File: src/rtl/layer_compositor_pkg.sv
// Shared constants, fade FSM state type and the per-channel pixel scaler
// used by layer_compositor and its fade controller.
package layer_compositor_pkg;

   localparam logic [4:0]  FADE_LEVEL_MAX = 5'd16;
   localparam logic [4:0]  FADE_STEP      = 5'd2;
   localparam logic [11:0] COLOR_KEY      = 12'hF0F;

   typedef enum logic [1:0] {
      ST_IDLE     = 2'd0,
      ST_FADE_OUT = 2'd1,
      ST_HOLD     = 2'd2,
      ST_FADE_IN  = 2'd3
   } fade_state_e;

   // Each 4-bit channel becomes (c * level) >> 4; level 16 is unity gain.
   function automatic logic [11:0] scale_pixel(input logic [11:0] pix, input logic [4:0] level);
      logic [7:0]  prod;
      logic [11:0] res;
      res = '0;
      for (int ch = 0; ch < 3; ch++) begin
         prod = {4'b0, pix[4*ch +: 4]} * {3'b0, level};
         res[4*ch +: 4] = 4'(prod >> 4);
      end
      return res;
   endfunction

endpackage

File: src/rtl/layer_compositor_if.sv
// Pixel/fade bundle between the render engines (master) and layer_compositor (slave).
interface layer_compositor_if #(
   parameter int LAYERS = 5
) ();
   logic                     video_on;
   logic                     f_tick;
   logic [12*LAYERS-1:0]     layer_rgb;
   logic [LAYERS-1:0]        layer_on;
   logic                     fade_req;
   logic                     fade_resume;
   logic [11:0]              rgb;
   logic                     fade_busy;
   logic                     fade_black;
   logic                     fade_done;

   modport master (
      output video_on, f_tick, layer_rgb, layer_on, fade_req, fade_resume,
      input  rgb, fade_busy, fade_black, fade_done
   );

   modport slave (
      input  video_on, f_tick, layer_rgb, layer_on, fade_req, fade_resume,
      output rgb, fade_busy, fade_black, fade_done
   );
endinterface

File: src/rtl/layer_compositor_fade_ctrl.sv
// Fade FSM: steps the brightness level by 2 every STEP_FRAMES frame ticks,
// fading to black, holding, then fading back in with a one-cycle done pulse.
module fade_ctrl
   import layer_compositor_pkg::*;
#(
   parameter int STEP_FRAMES = 2
) (
   input  logic       clk,
   input  logic       clr,
   input  logic       f_tick,
   input  logic       fade_req,
   input  logic       fade_resume,
   output logic [4:0] level,
   output logic       fade_busy,
   output logic       fade_black,
   output logic       fade_done
);

   localparam logic [7:0] STEP_LAST = 8'(STEP_FRAMES - 1);

   fade_state_e state_q, state_d;
   logic [7:0]  cnt_q, cnt_d;
   logic [4:0]  level_q, level_d;
   logic        done_q, done_d;
   logic        step_now;

   assign step_now = f_tick && (cnt_q == STEP_LAST);

   always_comb begin
      state_d = state_q;
      cnt_d   = cnt_q;
      level_d = level_q;
      done_d  = 1'b0;
      case (state_q)
         ST_IDLE: begin
            level_d = FADE_LEVEL_MAX;
            if (fade_req) begin
               state_d = ST_FADE_OUT;
               cnt_d   = '0;
            end
         end
         ST_FADE_OUT: begin
            if (step_now) begin
               cnt_d   = '0;
               level_d = level_q - FADE_STEP;
               if (level_q == FADE_STEP) state_d = ST_HOLD;
            end else if (f_tick) begin
               cnt_d = cnt_q + 8'd1;
            end
         end
         ST_HOLD: begin
            level_d = '0;
            if (fade_resume) begin
               state_d = ST_FADE_IN;
               cnt_d   = '0;
            end
         end
         ST_FADE_IN: begin
            if (step_now) begin
               cnt_d   = '0;
               level_d = level_q + FADE_STEP;
               if (level_q == FADE_LEVEL_MAX - FADE_STEP) begin
                  state_d = ST_IDLE;
                  done_d  = 1'b1;
               end
            end else if (f_tick) begin
               cnt_d = cnt_q + 8'd1;
            end
         end
         default: state_d = ST_IDLE;
      endcase
   end

   always_ff @(posedge clk or posedge clr) begin
      if (clr) begin
         state_q <= ST_IDLE;
         cnt_q   <= '0;
         level_q <= FADE_LEVEL_MAX;
         done_q  <= 1'b0;
      end else begin
         state_q <= state_d;
         cnt_q   <= cnt_d;
         level_q <= level_d;
         done_q  <= done_d;
      end
   end

   assign level      = level_q;
   assign fade_busy  = (state_q != ST_IDLE);
   assign fade_black = (state_q == ST_HOLD);
   assign fade_done  = done_q;

endmodule

File: src/rtl/layer_compositor.sv
// Two-stage layer priority mux with fade scaling and video blanking.
// Define LAYER_COLOR_KEY_EN to treat 12'hF0F layer pixels as transparent.
module layer_compositor
   import layer_compositor_pkg::*;
#(
   parameter int          LAYERS      = 5,
   parameter int          STEP_FRAMES = 2,
   parameter logic [11:0] BG_COLOR    = 12'h000
) (
   input logic              clk,
   input logic              clr,
   layer_compositor_if.slave px
);

   logic [12*LAYERS-1:0] rgb_s1_q, rgb_s1_d;
   logic [LAYERS-1:0]    on_s1_q, on_s1_d;
   logic                 vid_s1_q, vid_s1_d;
   logic [11:0]          rgb_q, rgb_d;
   logic [LAYERS-1:0]    vis;
   logic [11:0]          sel;
   logic [4:0]           level;

   fade_ctrl #(.STEP_FRAMES(STEP_FRAMES)) u_fade (
      .clk        (clk),
      .clr        (clr),
      .f_tick     (px.f_tick),
      .fade_req   (px.fade_req),
      .fade_resume(px.fade_resume),
      .level      (level),
      .fade_busy  (px.fade_busy),
      .fade_black (px.fade_black),
      .fade_done  (px.fade_done)
   );

   // Visibility is resolved in S2 so both builds keep the same latency.
   generate
      for (genvar gi = 0; gi < LAYERS; gi++) begin : g_vis
`ifdef LAYER_COLOR_KEY_EN
         assign vis[gi] = on_s1_q[gi] && (rgb_s1_q[12*gi +: 12] != COLOR_KEY);
`else
         assign vis[gi] = on_s1_q[gi];
`endif
      end
   endgenerate

   always_comb begin
      rgb_s1_d = px.layer_rgb;
      on_s1_d  = px.layer_on;
      vid_s1_d = px.video_on;
      sel      = BG_COLOR;
      for (int i = 0; i < LAYERS; i++) begin
         if (vis[i]) sel = rgb_s1_q[12*i +: 12];
      end
      rgb_d = vid_s1_q ? scale_pixel(sel, level) : 12'h000;
   end

   always_ff @(posedge clk or posedge clr) begin
      if (clr) begin
         rgb_s1_q <= '0;
         on_s1_q  <= '0;
         vid_s1_q <= 1'b0;
         rgb_q    <= '0;
      end else begin
         rgb_s1_q <= rgb_s1_d;
         on_s1_q  <= on_s1_d;
         vid_s1_q <= vid_s1_d;
         rgb_q    <= rgb_d;
      end
   end

   assign px.rgb = rgb_q;

endmodule

File: src/flat_wrapper.sv
// flat-port wrapper written by rule: the top's interface ports become plain ports
module layer_compositor_flat import layer_compositor_pkg::*;
#(
   parameter int          LAYERS      = 5,
   parameter int          STEP_FRAMES = 2,
   parameter logic [11:0] BG_COLOR    = 12'h000
)
  (clk, clr, px_video_on, px_f_tick, px_layer_rgb, px_layer_on, px_fade_req, px_fade_resume, px_rgb, px_fade_busy, px_fade_black, px_fade_done);
  layer_compositor_if #(.LAYERS(LAYERS)) px_i ();
  input logic clk;
  input logic clr;
  input wire logic [$bits(px_i.video_on)-1:0] px_video_on;
  input wire logic [$bits(px_i.f_tick)-1:0] px_f_tick;
  input wire logic [$bits(px_i.layer_rgb)-1:0] px_layer_rgb;
  input wire logic [$bits(px_i.layer_on)-1:0] px_layer_on;
  input wire logic [$bits(px_i.fade_req)-1:0] px_fade_req;
  input wire logic [$bits(px_i.fade_resume)-1:0] px_fade_resume;
  output wire logic [$bits(px_i.rgb)-1:0] px_rgb;
  output wire logic [$bits(px_i.fade_busy)-1:0] px_fade_busy;
  output wire logic [$bits(px_i.fade_black)-1:0] px_fade_black;
  output wire logic [$bits(px_i.fade_done)-1:0] px_fade_done;
  assign px_i.video_on = px_video_on;
  assign px_i.f_tick = px_f_tick;
  assign px_i.layer_rgb = px_layer_rgb;
  assign px_i.layer_on = px_layer_on;
  assign px_i.fade_req = px_fade_req;
  assign px_i.fade_resume = px_fade_resume;
  assign px_rgb = px_i.rgb;
  assign px_fade_busy = px_i.fade_busy;
  assign px_fade_black = px_i.fade_black;
  assign px_fade_done = px_i.fade_done;
  layer_compositor #(.LAYERS(LAYERS), .STEP_FRAMES(STEP_FRAMES), .BG_COLOR(BG_COLOR)) u_core (.clk(clk), .clr(clr), .px(px_i));
endmodule
File: config.mk
export PLATFORM = sky130hd
export DESIGN_NAME = layer_compositor_flat
export DESIGN_NICKNAME = d
export VERILOG_FILES = /design/src/rtl/layer_compositor_pkg.sv /design/src/rtl/layer_compositor_if.sv /design/src/rtl/layer_compositor_fade_ctrl.sv /design/src/rtl/layer_compositor.sv /design/src/flat_wrapper.sv
export SDC_FILE = /design/constraint.sdc
export NUM_CORES = 1
export LEC_CHECK = 0
export BUFFER_PORTS_ARGS = -buffer_cell sky130_fd_sc_hd__buf_2
export CORE_ASPECT_RATIO = 1.1
export CORE_UTILIZATION = 45
export CTS_BUF_LIST = sky130_fd_sc_hd__clkbuf_2 sky130_fd_sc_hd__clkbuf_4 sky130_fd_sc_hd__clkbuf_8
export DETAILED_ROUTE_END_ITERATION = 7
export GPL_ROUTABILITY_DRIVEN = 1
export HOLD_SLACK_MARGIN = 0.02
export PLACE_DENSITY = 0.64
export SLEW_MARGIN = 20
export SYNTH_ARGS = -nofsm -noshare
export SYNTH_HDL_FRONTEND = slang
export SYNTH_SLANG_ARGS = --single-unit
File: constraint.sdc
create_clock -name clk -period 5.8 [get_ports clk]
set_input_delay 0 -clock clk [delete_from_list [all_inputs] [get_ports clk]]
set_output_delay 0 -clock clk [all_outputs]
set_load 0.02 [all_outputs]
==> run_results.csv, run 1 <==
group,metric,value,unit
clock_tree,cts_made_buffers,9,
clock_tree,postCtsSetupBuffers,0,
logic_synthesis,synth.net_count,505,
drt,antenna_left,0,
drt,drt_pass1_iterations,6,
worst_setup_path,timing.rr.start,"u_core.on_s1_q[1]",
final_layout,instances_no_fill,663,
sta,fin_ws,1.15,ns
sta,max_clock_freq,215,MHz
power_and_ir_drop,p_per_area,352,mW/mm2
global_route,antenna_found_initial,0,
sta,fin_skew,0.0122,ns
clock_tree,clock_path_buffers,2,
die,initial_core_util,0.463,
logic_synthesis,syn_area,0.00456,mm2
final_layout,fin_util,0.606,
final_layout,drive_above_1_share,0.204,
power_and_ir_drop,power,2.10,mW
clock_tree,h-tree-depth,3,
sta,fin_crit,4.65,ns
worst_setup_path,crit_arrival,4.93,ns
drt,drc,5,
global_route,grt_start_max_net_pins,62,
die,die_y,108,um
clock_tree,cts_root_buf,"clkbuf_8",
place,dp_hpwl,7000,um
worst_setup_path,r2r_cells,13,
sta,slew_headroom,0.464,
logic_synthesis,ys_seq_elements,93,
sta,finalCritPeriodShare,0.802,
final_layout,fin_nets,655,
final_layout,final_cell_area,0.00597,mm2
die,io-pin-count,86,
die,num_rows,38,
worst_hold_path,hold_depth,3,
logic_synthesis,synth_edf_count,0,
sta,finalHoldViolCount,0,
die,die_area,0.0105,mm2
outcome,outcome,"finished with violations",
drt,vias,3451,
worst_setup_path,r2r_end,"u_core.px.rgb[7]",
drt,finalWirelength,10800,um
worst_setup_path,r2r_slack,1.15,ns
final_layout,mostFrequentLayoutCells,"92 x dfrtp_1, 85 x buf_2, 67 x dlygate4sd3_1",
clock_tree,clk-insertion-delay-late,0.38,ns
worst_hold_path,min_to,"u_core.u_fade.cnt_q[0]",
power_and_ir_drop,ir_drop,0.000195,V
place,portBuffers,85,
power_and_ir_drop,p_leak,2.93,nW
sta,hold_slack,0.121,ns
sta,setup_violations,0,
drt,wl_per_cell,16.3,um
worst_hold_path,min_path_type,"in -> reg",
logic_synthesis,synth_area_per_cell,11.7,um2
flow_run,maxCapViolCount,0,
final_layout,syn_to_final_growth,30.9,%
place,dp_slack,1.19,ns
clock_tree,cts_sinks,93,
worst_setup_path,path_class,"reg -> reg",
final_layout,final_common_cell,"dfrtp_1",
global_route,grt_usage,0.229,
worst_setup_path,crit_path_end_kind,"flop",
drt,via_per_inst,5.21,
worst_setup_path,cp_max_fo,14,
sta,worst_slew_pin_slew,0.802,ns
sta,rsz0062_at_grt,"false",
worst_setup_path,start_kind,"flop",
outcome,violations,"design-rule violations",
global_route,grt_pass1_vias,3743,
logic_synthesis,synth_ff_type,"dfrtp_1",
drt,drt_iter0_markers,209,
logic_synthesis,synthArstFlopShare,1.00,
logic_synthesis,synth.distinct_cells,46,
die,coreArea,0.00984,mm2
final_layout,fillers,763,
clock_tree,cts_tree,"yes",
place,place_area,0.00508,mm2
global_route,overflow,0,
worst_hold_path,hp-start,"px_f_tick",
place,routabilityCongestion,0.821,
logic_synthesis,syn-instance-count,388,
clock_tree,clkTransAtPathRegs,0.10,ns
logic_synthesis,ys_seq_area_frac,0.511,
die,die-width,97.9,um
global_route,grt_pass1_wl,18300,um
logic_synthesis,yosys_warnings,0,
sta,fin_tns_setup,0,ns
final_layout,diodes,0,
place,placedCellCount,580,
worst_setup_path,cp.required,6.08,ns
sta,finalMaxSlewViolations,0,
## critical path: stages (launching register included)
cell and delay, ns:
dfrtp_1 0.55, nor2b_1 0.70, a221oi_1 0.15, o21ai_0 0.52, nand2_1 0.17, fa_1 0.56, inv_1 0.06, fa_1 0.53
fa_1 0.47, a21o_1 0.18, a21oi_1 0.17, xnor2_1 0.17, nand3_1 0.10, and3b_1 0.19
## state kept, by name, indices dropped and copies added (netlist names)
register / flops
u_core.u_fade.fade_done: 1
u_core.u_fade.state_q: 2
u_core.on_s1_q: 5
u_core.u_fade.cnt_q: 8
u_core.rgb_s1_q: 60
u_core.px.rgb: 12
u_core.u_fade.level: 4
u_core.vid_s1_q: 1
## layer usage
metal | vias to the layer above | track usage | wire [um]
met5 | - | 0 | 0
met4 | 0 | 0.113 | 328
met3 | 27 | 0.0584 | 613
met2 | 102 | 0.386 | 5310
met1 | 1653 | 0.274 | 4530
li1 | 1669 | - | -
## how the worst max path moves through the flow
stage,start,endpoint,slack [ns],depth (start not counted)
after floorplan,u_core.on_s1_q[1],u_core.px.rgb[11],2.13,14
after global placement,u_core.on_s1_q[1],u_core.px.rgb[3],1.44,13
after detailed placement,u_core.on_s1_q[1],u_core.px.rgb[7],1.19,13
after CTS,u_core.on_s1_q[1],u_core.px.rgb[7],1.18,13
after global routing,u_core.on_s1_q[1],u_core.px.rgb[3],0.73,13
final,u_core.on_s1_q[1],u_core.px.rgb[7],1.15,13
## repair_timing
action                                 CTS  global route
gates resized for setup                  0             0
endpoints found under the hold margin   98             0
hold buffers                            67             0
## final cells by class
type	instances	area [um2]	share of cell area
Multi-Input combinational cell	252	2060	0.345
Clock buffer	9	124	0.0208
Tap cell	120	150	0.0252
Inverter	29	110	0.0185
Clock inverter	7	92.6	0.0155
Sequential cell	93	2330	0.390
Timing Repair Buffer	153	1100	0.185
## power by group
group | switching (mW) | internal [mW] | leakage (nW)
Combinational | 0.455 | 0.367 | 1.70
Sequential | 0.0828 | 0.730 | 1.12
Clock | 0.258 | 0.210 | 0.103
## cell usage after synthesis, types with 2 or more instances
master | instances | share of area
and3b_1 | 3 | 0.0058
a221oi_1 | 9 | 0.017
o21bai_1 | 3 | 0.0049
a221oi_2 | 2 | 0.0066
a21oi_1 | 22 | 0.024
xnor2_1 | 6 | 0.012
a31oi_1 | 2 | 0.0027
nor4b_2 | 2 | 0.0066
nand4_1 | 2 | 0.0027
nand2b_1 | 6 | 0.0082
o21ai_0 | 7 | 0.0077
nand3_1 | 5 | 0.0055
buf_2 | 5 | 0.0055
xor2_1 | 8 | 0.015
and2_1 | 27 | 0.037
ha_1 | 34 | 0.093
o41ai_1 | 5 | 0.0096
nor2_1 | 15 | 0.012
o2111ai_1 | 3 | 0.0058
clkbuf_1 | 7 | 0.0058
and3_1 | 2 | 0.0027
o211ai_1 | 7 | 0.012
a2bb2oi_1 | 3 | 0.0058
o21a_1 | 3 | 0.0049
inv_1 | 28 | 0.023
mux2i_1 | 6 | 0.013
nand2_1 | 24 | 0.020
nor3_1 | 9 | 0.0099
dfrtp_1 | 92 | 0.51
a21o_1 | 4 | 0.0066
fa_1 | 12 | 0.053
nor2b_1 | 2 | 0.0027
o211a_1 | 2 | 0.0044
a221o_1 | 9 | 0.020
## kinds of logic after synthesis
group | Yosys count | synth area share
AND/OR/NAND/NOR | 100 | 0.119
flip-flops | 93 | 0.511
AO/OA/AOI/OAI | 85 | 0.143
adder cells (fa/ha/maj) | 46 | 0.146
buffers and inverters | 43 | 0.0376
XOR/XNOR | 14 | 0.0269
multiplexers | 7 | 0.0165
(Power assumes the default switching activity.)
==> run 2: changes to the inputs <==
--- a/config.mk
+++ b/config.mk
@@ -5,6 +5,7 @@
 export SDC_FILE = /design/constraint.sdc
 export NUM_CORES = 1
 export LEC_CHECK = 0
+export ABC_AREA = 1
 export BUFFER_PORTS_ARGS = -buffer_cell sky130_fd_sc_hd__buf_2
 export CORE_ASPECT_RATIO = 1.1
 export CORE_UTILIZATION = 45
@@ -12,7 +13,7 @@
 export DETAILED_ROUTE_END_ITERATION = 7
 export GPL_ROUTABILITY_DRIVEN = 1
 export HOLD_SLACK_MARGIN = 0.02
-export PLACE_DENSITY = 0.64
+export PLACE_DENSITY = 0.66
 export SLEW_MARGIN = 20
 export SYNTH_ARGS = -nofsm -noshare
 export SYNTH_HDL_FRONTEND = slang
==> constraint.sdc (replaced) <==
create_clock -name clk -period 3.8 [get_ports clk]
set_input_delay 0 -clock clk [delete_from_list [all_inputs] [get_ports clk]]
set_output_delay 0 -clock clk [all_outputs]
set_load 0.02 [all_outputs]
==> run 2 against run 1 <==
Net effect: the flow now finishes without violations; clock-buffer cell count stayed put; synthesized cell count up 28%; die area rose by 3.1%; routed wire length down 2.2%; highest routed layer unchanged; first-iteration DRC count decreased by 9.1%; worst hold slack got worse by 0.044 ns.
==> run_results.csv, run 2 <==
group,metric,value,unit
global_route,antenna_found_initial,0,
final_layout,final_common_cell,"nand2_1",
sta,slew_headroom,0.407,
logic_synthesis,ys_seq_area_frac,0.495,
power_and_ir_drop,p_leak,3.20,nW
place,routabilityCongestion,0.830,
global_route,grt_pass1_vias,3872,
flow_run,maxCapViolCount,0,
die,die-width,99.5,um
logic_synthesis,synth_top_cell_by_area,"dfrtp_1",
global_route,overflow,0,
clock_tree,cts_tree,"yes",
logic_synthesis,netlist_top_cells_count,"97 x nand2_1, 92 x dfrtp_1, 68 x nor2_1, 51 x inv_1, 34 x ha_1",
logic_synthesis,synth_edf_count,0,
outcome,outcome,"finished, final reports clean",
worst_setup_path,start_kind,"flop",
place,dp_slack,0.149,ns
sta,finalCritPeriodShare,0.928,
logic_synthesis,synth_area_per_cell,9.46,um2
drt,drt_pass1_iterations,7,
die,io-pin-count,86,
final_layout,fillers,852,
worst_setup_path,cp.required,4.08,ns
die,die_area,0.0109,mm2
drt,vias,3752,
die,num_rows,38,
final_layout,fin_nets,770,
place,portBuffers,85,
drt,drc,0,
sta,fin_skew,0.00815,ns
die,initial_core_util,0.469,
global_route,grt_start_max_net_pins,54,
clock_tree,h-tree-depth,3,
final_layout,syn_to_final_growth,30.4,%
clock_tree,clock_path_buffers,2,
worst_setup_path,cp_max_fo,15,
logic_synthesis,synthArstFlopShare,1.00,
sta,fin_ws,0.274,ns
drt,wl_per_cell,13.2,um
clock_tree,cts_sinks,93,
final_layout,largest_reg_flops,60,
clock_tree,cts_root_buf,"clkbuf_8",
logic_synthesis,yosys_warnings,0,
clock_tree,clkTransAtPathRegs,0.09,ns
die,coreArea,0.0100,mm2
worst_setup_path,path_class,"reg -> reg",
die,die_y,109,um
worst_hold_path,min_path_type,"in -> reg",
place,placedCellCount,713,
drt,via_per_inst,4.70,
logic_synthesis,synthTopCellsByArea,"dfrtp_1 49%, ha_1 9.0%, nand2_1 7.7%, nor2_1 5.4%, fa_1 5.1%",
worst_setup_path,crit_path_end_kind,"flop",
logic_synthesis,ys_seq_elements,93,
sta,hold_slack,0.0771,ns
worst_setup_path,crit_arrival,3.80,ns
power_and_ir_drop,ir_drop,0.000235,V
logic_synthesis,syn_area,0.00470,mm2
sta,setup_violations,0,
final_layout,diodes,0,
drt,drt_iter0_markers,190,
sta,finalMaxSlewViolations,0,
logic_synthesis,syn-instance-count,497,
global_route,grt_pass1_wl,17500,um
logic_synthesis,synth.most_common_cell,"nand2_1",
clock_tree,cts_made_buffers,9,
power_and_ir_drop,p_per_area,581,mW/mm2
clock_tree,clk-insertion-delay-late,0.38,ns
final_layout,instances_no_fill,798,
global_route,grt_usage,0.214,
sta,finalHoldViolCount,0,
final_layout,top_register,"u_core.rgb_s1_q",
place,dp_hpwl,7360,um
sta,worst_slew_pin_slew,0.889,ns
sta,max_clock_freq,284,MHz
logic_synthesis,synth.distinct_cells,36,
drt,finalWirelength,10600,um
final_layout,mostFrequentLayoutCells,"97 x nand2_1, 91 x dfrtp_1, 85 x buf_2",
sta,fin_crit,3.53,ns
logic_synthesis,synth_top_area_share,0.490,
logic_synthesis,synth.net_count,614,
drt,antenna_left,0,
logic_synthesis,synth_ff_type,"dfrtp_1",
final_layout,drive_above_1_share,0.210,
-- run 2: path summary, 6_finish.rpt --
path                                   startpoint                 endpoint  slack, ns  depth (start not counted)
setup / recovery                u_core.on_s1_q[1]         u_core.px.rgb[3]       0.27                         21
hold / removal                          px_f_tick  u_core.u_fade.fade_done       0.08                          4
setup reg to reg                u_core.on_s1_q[1]         u_core.px.rgb[3]       0.27                         21
hold reg to reg            u_core.u_fade.cnt_q[7]   u_core.u_fade.cnt_q[7]       0.56                          2
max in group asynchronous                     clr        u_core.on_s1_q[1]       2.46                          4
min in group asynchronous                     clr      u_core.rgb_s1_q[39]       0.33                          3
-- run 2: where the power goes --
part | switching [mW] | internal, mW
clock network | 0.388 | 0.321
registers | 0.122 | 1.15
logic | 0.946 | 0.641
-- run 2: area by class of cell --
class,instances,area (um2),area share
Sequential cell,93,2330,0.380
Clock buffer,9,124,0.0202
Tap cell,140,175,0.0286
Clock inverter,7,88.8,0.0145
Multi-Input combinational cell,333,2030,0.331
Inverter,57,229,0.0373
Timing Repair Buffer,159,1150,0.188
-- run 2: through the flow --
stage | utilization | setup TNS [ns] | cell area [um2] | power, mW
global placement | 0.520 | 0 | 5220 | 2.76
global route | 0.611 | -0.0286 | 6130 | 3.91
CTS | 0.608 | 0 | 6100 | 3.60
finish | 0.611 | 0 | 6130 | 3.57
detailed placement | 0.520 | 0 | 5220 | 2.82
floorplan | - | 0 | 4700 | 2.48
-- run 2: per-layer routing --
| layer | track usage | wire length (um) |
|---|---|---|
| met5 | 0 | 0 |
| met2 | 0.378 | 5490 |
| met4 | 0.101 | 243 |
| met1 | 0.250 | 4390 |
| met3 | 0.0423 | 429 |
-- run 2: logic make-up (layout without fill, tap and decap cells) --
kind of cell / Yosys count / count (layout) / share of synthesized area
flops: 93 / 93 / 0.495
simple gates: 222 / 222 / 0.208
xor+xnor: 9 / 9 / 0.0168
buf+inv: 71 / 232 / 0.0732
compound gates: 56 / 56 / 0.0649
fa+ha+maj: 46 / 46 / 0.142
-- run 2: critical path: stages (launching register included) --
cell and delay (ns):
dfrtp_2 0.49, inv_8 0.12, nand3_1 0.07, nand2_1 0.08, o21ai_0 0.09, nand2_1 0.07
o211ai_1 0.08, nand2_1 0.10, nand2_1 0.08, fa_1 0.51, inv_1 0.06, fa_1 0.51
fa_1 0.45, nand2_1 0.08, inv_1 0.05, nor2_1 0.08, nor2_1 0.04, nor2_1 0.10
xor2_1 0.20, nand2_1 0.07, nand2_1 0.05, nor2_1 0.04
-- run 2: what timing repair did --
item	in CTS	in global routing
hold endpoints to repair	117	0
setup buffers	0	2
resized for setup	0	4
hold buffers	67	0
setup endpoints to repair	0	3
